===== config.mk =====
export PLATFORM = sky130hd
export DESIGN_NAME = ena_pulse_gen
export DESIGN_NICKNAME = d
export VERILOG_FILES = /design/src/rtl/ena_pulse_gen.sv
export SDC_FILE = /design/constraint.sdc
export NUM_CORES = 1
export LEC_CHECK = 0
export ABC_CLOCK_PERIOD_IN_PS = 5000
export CORE_MARGIN = 10
export CORE_UTILIZATION = 55
export CTS_BUF_LIST = sky130_fd_sc_hd__clkbuf_4
export DETAILED_ROUTE_END_ITERATION = 12
export PLACE_DENSITY = 0.88
export SLEW_MARGIN = 40
export SYNTH_ARGS = -nofsm -noshare
export SYNTH_HDL_FRONTEND = slang
export SYNTH_SLANG_ARGS = --single-unit

===== constraint.sdc =====
create_clock -name clk -period 5 [get_ports clk]
set_input_delay 0.5 -clock clk [delete_from_list [all_inputs] [get_ports clk]]
set_output_delay 0.5 -clock clk [all_outputs]
set_load 0.1 [all_outputs]

===== src/rtl/ena_pulse_gen.sv =====
// Enable burst source: one start request drives ena high for HOLD_CYCLES cycles,
// then forces GAP_CYCLES low cycles. Optional macro: ENA_PULSE_GEN_RETRIGGER_EN.
module ena_pulse_gen #(
  parameter int unsigned HOLD_CYCLES = 4,
  parameter int unsigned GAP_CYCLES  = 2,
  parameter int unsigned CNT_W       = 8
) (
  input  logic clk,
  input  logic rst_n,
  input  logic start,
  input  logic clr_err,
  output logic ena,
  output logic busy,
  output logic done,
  output logic pend,
  output logic drop_err
);

  typedef enum logic [1:0] {
    IDLE = 2'd0,
    HOLD = 2'd1,
    GAP  = 2'd2
  } state_t;

  // Counter counts down to zero, so a phase of N cycles loads N-1.
  localparam logic [CNT_W-1:0] HOLD_LOAD = CNT_W'(HOLD_CYCLES - 1);
  localparam logic [CNT_W-1:0] GAP_LOAD  = CNT_W'(GAP_CYCLES - 1);
  localparam logic [CNT_W-1:0] CNT_ONE   = CNT_W'(1);

  state_t           state, state_d;
  logic [CNT_W-1:0] cnt, cnt_d;
  logic             cnt_zero;
  logic             pend_d;
  logic             done_d;
  logic             drop_set;
  logic             drop_d;
  logic             ena_d;
  logic             busy_d;

  assign cnt_zero = (cnt == '0);

  always_comb begin
    // NOTE: every signal written here gets a default first, so no path can infer a latch.
    state_d  = state;
    cnt_d    = cnt;
    pend_d   = pend;
    done_d   = 1'b0;
    drop_set = 1'b0;

    unique case (state)
      IDLE: begin
        if (start) begin
          state_d = HOLD;
          cnt_d   = HOLD_LOAD;
        end
      end

      HOLD: begin
`ifdef ENA_PULSE_GEN_RETRIGGER_EN
        // A start during the burst restarts the hold window instead of queuing.
        if (start) begin
          cnt_d = HOLD_LOAD;
        end else if (cnt_zero) begin
          state_d = GAP;
          cnt_d   = GAP_LOAD;
          done_d  = 1'b1;
        end else begin
          cnt_d = cnt - CNT_ONE;
        end
`else
        if (start) begin
          if (pend) drop_set = 1'b1;
          else      pend_d   = 1'b1;
        end
        if (cnt_zero) begin
          state_d = GAP;
          cnt_d   = GAP_LOAD;
          done_d  = 1'b1;
        end else begin
          cnt_d = cnt - CNT_ONE;
        end
`endif
      end

      GAP: begin
        if (!cnt_zero) begin
          cnt_d = cnt - CNT_ONE;
          if (start) begin
            if (pend) drop_set = 1'b1;
            else      pend_d   = 1'b1;
          end
        end else if (pend || start) begin
          // The queued request is serviced; a coincident start re-queues behind it.
          state_d = HOLD;
          cnt_d   = HOLD_LOAD;
          pend_d  = pend && start;
        end else begin
          state_d = IDLE;
        end
      end

      default: begin
        state_d = IDLE;
        cnt_d   = '0;
        pend_d  = 1'b0;
      end
    endcase

    ena_d  = (state_d == HOLD);
    busy_d = (state_d != IDLE);

    // A new loss outranks a same-cycle clear so no drop goes unreported.
    if (drop_set)     drop_d = 1'b1;
    else if (clr_err) drop_d = 1'b0;
    else              drop_d = drop_err;
  end

  always_ff @(posedge clk) begin
    // NOTE: sequential state uses non-blocking assignments so every register samples pre-edge values.
    if (!rst_n) begin
      state    <= IDLE;
      cnt      <= '0;
      ena      <= 1'b0;
      busy     <= 1'b0;
      done     <= 1'b0;
      pend     <= 1'b0;
      drop_err <= 1'b0;
    end else begin
      state    <= state_d;
      cnt      <= cnt_d;
      ena      <= ena_d;
      busy     <= busy_d;
      done     <= done_d;
      pend     <= pend_d;
      drop_err <= drop_d;
    end
  end

endmodule

* Yosys cells after proc, flatten, opt, wreduce, memory -nomap -nowiden
Index checks and enable logic that the tools add are counted.
** Storage, ports and cells
- Bits in registers :: 15
- Input bits :: 4
** Operators by class
- Add/subtract/negate cells :: 1
- Equality and inequality tests :: 5
- Muxes and demuxes :: 21
- Bitwise logic cells :: 1
- Reduce and logical (&&, ||, !) cells :: 9
** Operator list (number)
- $mux W8 :: 4
- $pmux W8 S3 :: 1
- $mux W1 :: 10
- $logic_not A8 Y1 :: 1
- $sub A8 B1 Y8 const B :: 1
- $mux W2 :: 3
- $pmux W2 S3 :: 1
- $reduce_and A2 Y1 :: 3
- $eq A2 B1 Y1 const B :: 2
- $reduce_bool A2 Y1 :: 2
- $ne A3 B3 Y1 const B :: 1
- $pmux W1 S3 :: 1
- $eq A2 B2 Y1 const B :: 1
- $logic_not A2 Y1 :: 1
- $ne A2 B2 Y1 const B :: 1
- $pmux W1 S2 :: 1
- $logic_and A1 B1 Y1 :: 1
- $logic_or A1 B1 Y1 :: 1
- $not A1 Y1 :: 1

* Longest topological paths before layout
- Word-level depth :: 5
- Mapped depth :: 7
- Gate-level depth less buffers :: 6

* Worst setup path after synthesis
Ideal clock, no wire load.
- Kind :: flip-flop to flip-flop
- From :: reg pend
- To :: reg cnt[5]
- Arrival time :: 1997 ps
- Required time :: 4930 ps
- Slack :: 2933 ps
- Stages on the path, launching flop included :: 5
- Period minus slack after synthesis :: 2067 ps
- Cell sequence :: dfxtp_1 -> or3b_2 -> nor3_1 -> or4_1 -> a21oi_1
** Between the ends
- Word-level cells in the longest chain between the ends :: 3
** RTL lines
- start, declared :: RTL line 15 : output logic pend,
- start signal, assigned :: RTL line 134 : pend <= pend_d;
- $logic_or A1 B1 Y1 :: RTL line 92 : end else if (pend || start) begin
- $ne A3 B3 Y1 (no line)
- $reduce_and A2 Y1 (no line)
- end signal, assigned :: RTL line 130 : cnt <= cnt_d;
- end, declared :: RTL line 31 : logic [CNT_W-1:0] cnt, cnt_d;
Every way passes these cells.
A chain may end at the register's enable or synchronous reset.

* Worst setup path after layout
- From :: in start
- To :: reg cnt[7]
** Between the ends
- Word-level cells in the longest chain between the ends :: 3
- Elaborated cells on any way between the ends :: 4
- Those cells by class :: 2 x eq/ne; 2 x reduce/logical
** RTL lines
- start, declared :: RTL line 10 : input logic start,
- $logic_or A1 B1 Y1 :: RTL line 92
- $ne A3 B3 Y1 (no line)
- $reduce_and A2 Y1 (no line) *
Mark *: on every way between the ends. The rest lies on a longest branch, timed or not.

==> results.json <==
{
  "synth_top_area_cell": "dfxtp_1",
  "clock_skew_ps": 5.32,
  "vias_per_cell": 6.53,
  "arrival_ps": 2300,
  "grt_pass1_vias": 723,
  "avgSynthCellArea_um2": 8.89,
  "period_needed_ps": 2070,
  "start_kind": "primary input",
  "numCtsBuffers": 3,
  "synth_edf_count": 0,
  "rsz0062_at_grt": "no",
  "path_clk_slew_ps": 100,
  "cts_resized": 0,
  "p_sw_share_pct": 47.0,
  "drive_above_1_share_pct": 14.4,
  "ios": 9,
  "hold_class": "flip-flop to flip-flop",
  "nets": 122,
  "grt_overflow": 0,
  "syn_inst": 102,
  "status": "finished, final reports clean",
  "dp_cells": 123,
  "synth_area_um2": 907,
  "routed-wl-met3_um": 121,
  "clockBufferDepth": 2,
  "clock_latency_ps": 300,
  "ir_drop_mv": 0.261,
  "ys_async_sr_fraction_pct": 0,
  "post-route-period-util_pct": 41.4,
  "dr_wl_met2_um": 920,
  "grt_pass1_wl_um": 3240,
  "grt_usage_pct": 11.5,
  "worstPathRequired_ps": 5230,
  "synth_top_area_share_pct": 33.1,
  "fp.dieArea_mm2": 0.00367,
  "powerDensity_mw_per_mm2": 463,
  "power.share.sequential_pct": 34.8,
  "gp_congestion": 0.911,
  "highest_layer": "met4",
  "synth_common_cells": "dfxtp_1, inv_1, nor2_1",
  "final_cell_count_no_fill": 127,
  "max_freq_mhz": 483,
  "path_class": "primary input to flip-flop",
  "ys.flop_type": "dfxtp_1",
  "via_count": 829,
  "layout_setup_ws_ps": 2930,
  "finalSetupViolations": 0,
  "critPathMaxFanout": 6,
  "intPower_mw": 0.243,
  "slew_headroom_pct": 62.6,
  "crit_path_end_kind": "flip-flop",
  "switching_power_mw": 0.215,
  "maxSlewViolCount": 0,
  "post_cts_buffers": 0,
  "ys_seq_elements": 15,
  "synth.most_common_cell": "dfxtp_1",
  "totalNegativeSetupSlack_ps": 0,
  "yosys_warnings": 0,
  "synthDistinctLibCells": 41,
  "wirelength_met1_um": 903,
  "synth_nets": 112,
  "drt_iter0_markers": 30,
  "start_util_pct": 58.8,
  "clkSinkCount": 15,
  "areaGrowthSynthToFinish_pct": 8.97,
  "drt_pre_antenna_iters": 4,
  "dp_hpwl_um": 1480,
  "wire_per_inst_um": 15.8,
  "tightest_slew_ps": 554,
  "cts_root_buf": "clkbuf_4",
  "p_leak_nw": 0.389,
  "ant_nets": 0,
  "fp.dieH_um": 60.6,
  "coreArea_mm2": 0.00154,
  "antenna_found_initial": 0,
  "grt_start_max_net_pins": 11,
  "drt-total-wl_um": 2000,
  "yosysSeqAreaShare_pct": 33.1,
  "pwr-share-clk_pct": 15.8,
  "finish.utilization_pct": 64.1,
  "comb_power_share_pct": 49.4,
  "row_count": 14,
  "remaining_drc_errors": 0,
  "htreeDepth": 1,
  "cts_tree": "built",
  "total_power_mw": 0.458,
  "die_width_um": 60.6,
  "hold_viol_final": 0,
  "ctsHoldBuffers": 0,
  "io_buffers": 8,
  "antenna_cells": 0,
  "maxCapViolCount": 0,
  "synth_area_leaders": "dfxtp_1, ha_1, o31ai_1, a21oi_1, inv_1",
  "place_ws_ps": 2650
}
==> logic make-up (layout without fill, tap and decap cells) <==
kind of cell	count (synthesis)	in the layout	synth area share (%)
flops	15	15	33.1
xor+xnor	1	1	0.966
fa+ha+maj	6	6	8.28
simple gates	37	37	24.1
compound gates	32	32	27.9
buf+inv	11	20	5.65
==> registers in the layout, indices dropped and copies added (netlist names) <==
signal / cells
done: 1
cnt: 8
pend: 1
state: 2
drop_err: 1
busy: 1
ena: 1
==> layout make-up <==
class	instances	area [um2]
Clock inverter	1	5.00
Sequential cell	15	300
Clock buffer	3	22.5
Timing Repair Buffer	8	55.1
Fill cell	135	553
Inverter	8	30.0
Multi-Input combinational cell	76	556
Tap cell	16	20.0
==> worst max-delay path, stage by stage <==
cell and delay [ps]:
clkdlybuf4s50_1 560, nand2b_1 350, nand4_1 240, or4_1 510
a21oi_1 140
==> placed cells by master (no fill, tap or decap), types with 3 or more instances in the layout <==
| cell | n |
|---|---|
| or4_1 | 3 |
| nor3_1 | 3 |
| dfxtp_1 | 15 |
| nor2_1 | 7 |
| nand3_1 | 3 |
| inv_1 | 8 |
| a21oi_1 | 6 |
| o31ai_1 | 6 |
| o21ai_0 | 3 |
| buf_2 | 5 |
| nand2_1 | 4 |
| ha_1 | 6 |
| or3_1 | 3 |
| clkbuf_4 | 3 |
| clkdlybuf4s50_1 | 3 |
==> metal layers <==
layer  up-vias  track usage [%]
li1        406                -
met1       379             14.9
met2        37             17.3
met3         7             2.71
met4         0             5.96
met5         -                0
==> final timing paths <==
check / endpoint / from / slack [ps] / cells after the start
worst max-delay path: cnt[7] / start / 2930 / 5
worst min-delay path: cnt[6] / cnt[6] / 490 / 2
worst max register to register: cnt[7] / state[0] / 2950 / 6
worst min register to register: cnt[6] / cnt[6] / 490 / 2
==> power groups by stage <==
stage / combinational (mW) / sequential [mW] / clock, mW
2_1_floorplan: 0.162 / 0.192 / 0
3_3_place_gp: 0.227 / 0.161 / 0
3_5_place_dp: 0.225 / 0.161 / 0
4_1_cts: 0.226 / 0.159 / 0.0736
5_1_grt: 0.245 / 0.162 / 0.0766
6_report: 0.226 / 0.159 / 0.0723
==> per-stage QoR <==
step	hold WS (ps)	area [um2]
floorplan	454	907
global placement	465	986
detailed placement	479	961
CTS	494	988
global route	511	988
finish	489	988
(Power assumes the default switching activity.)
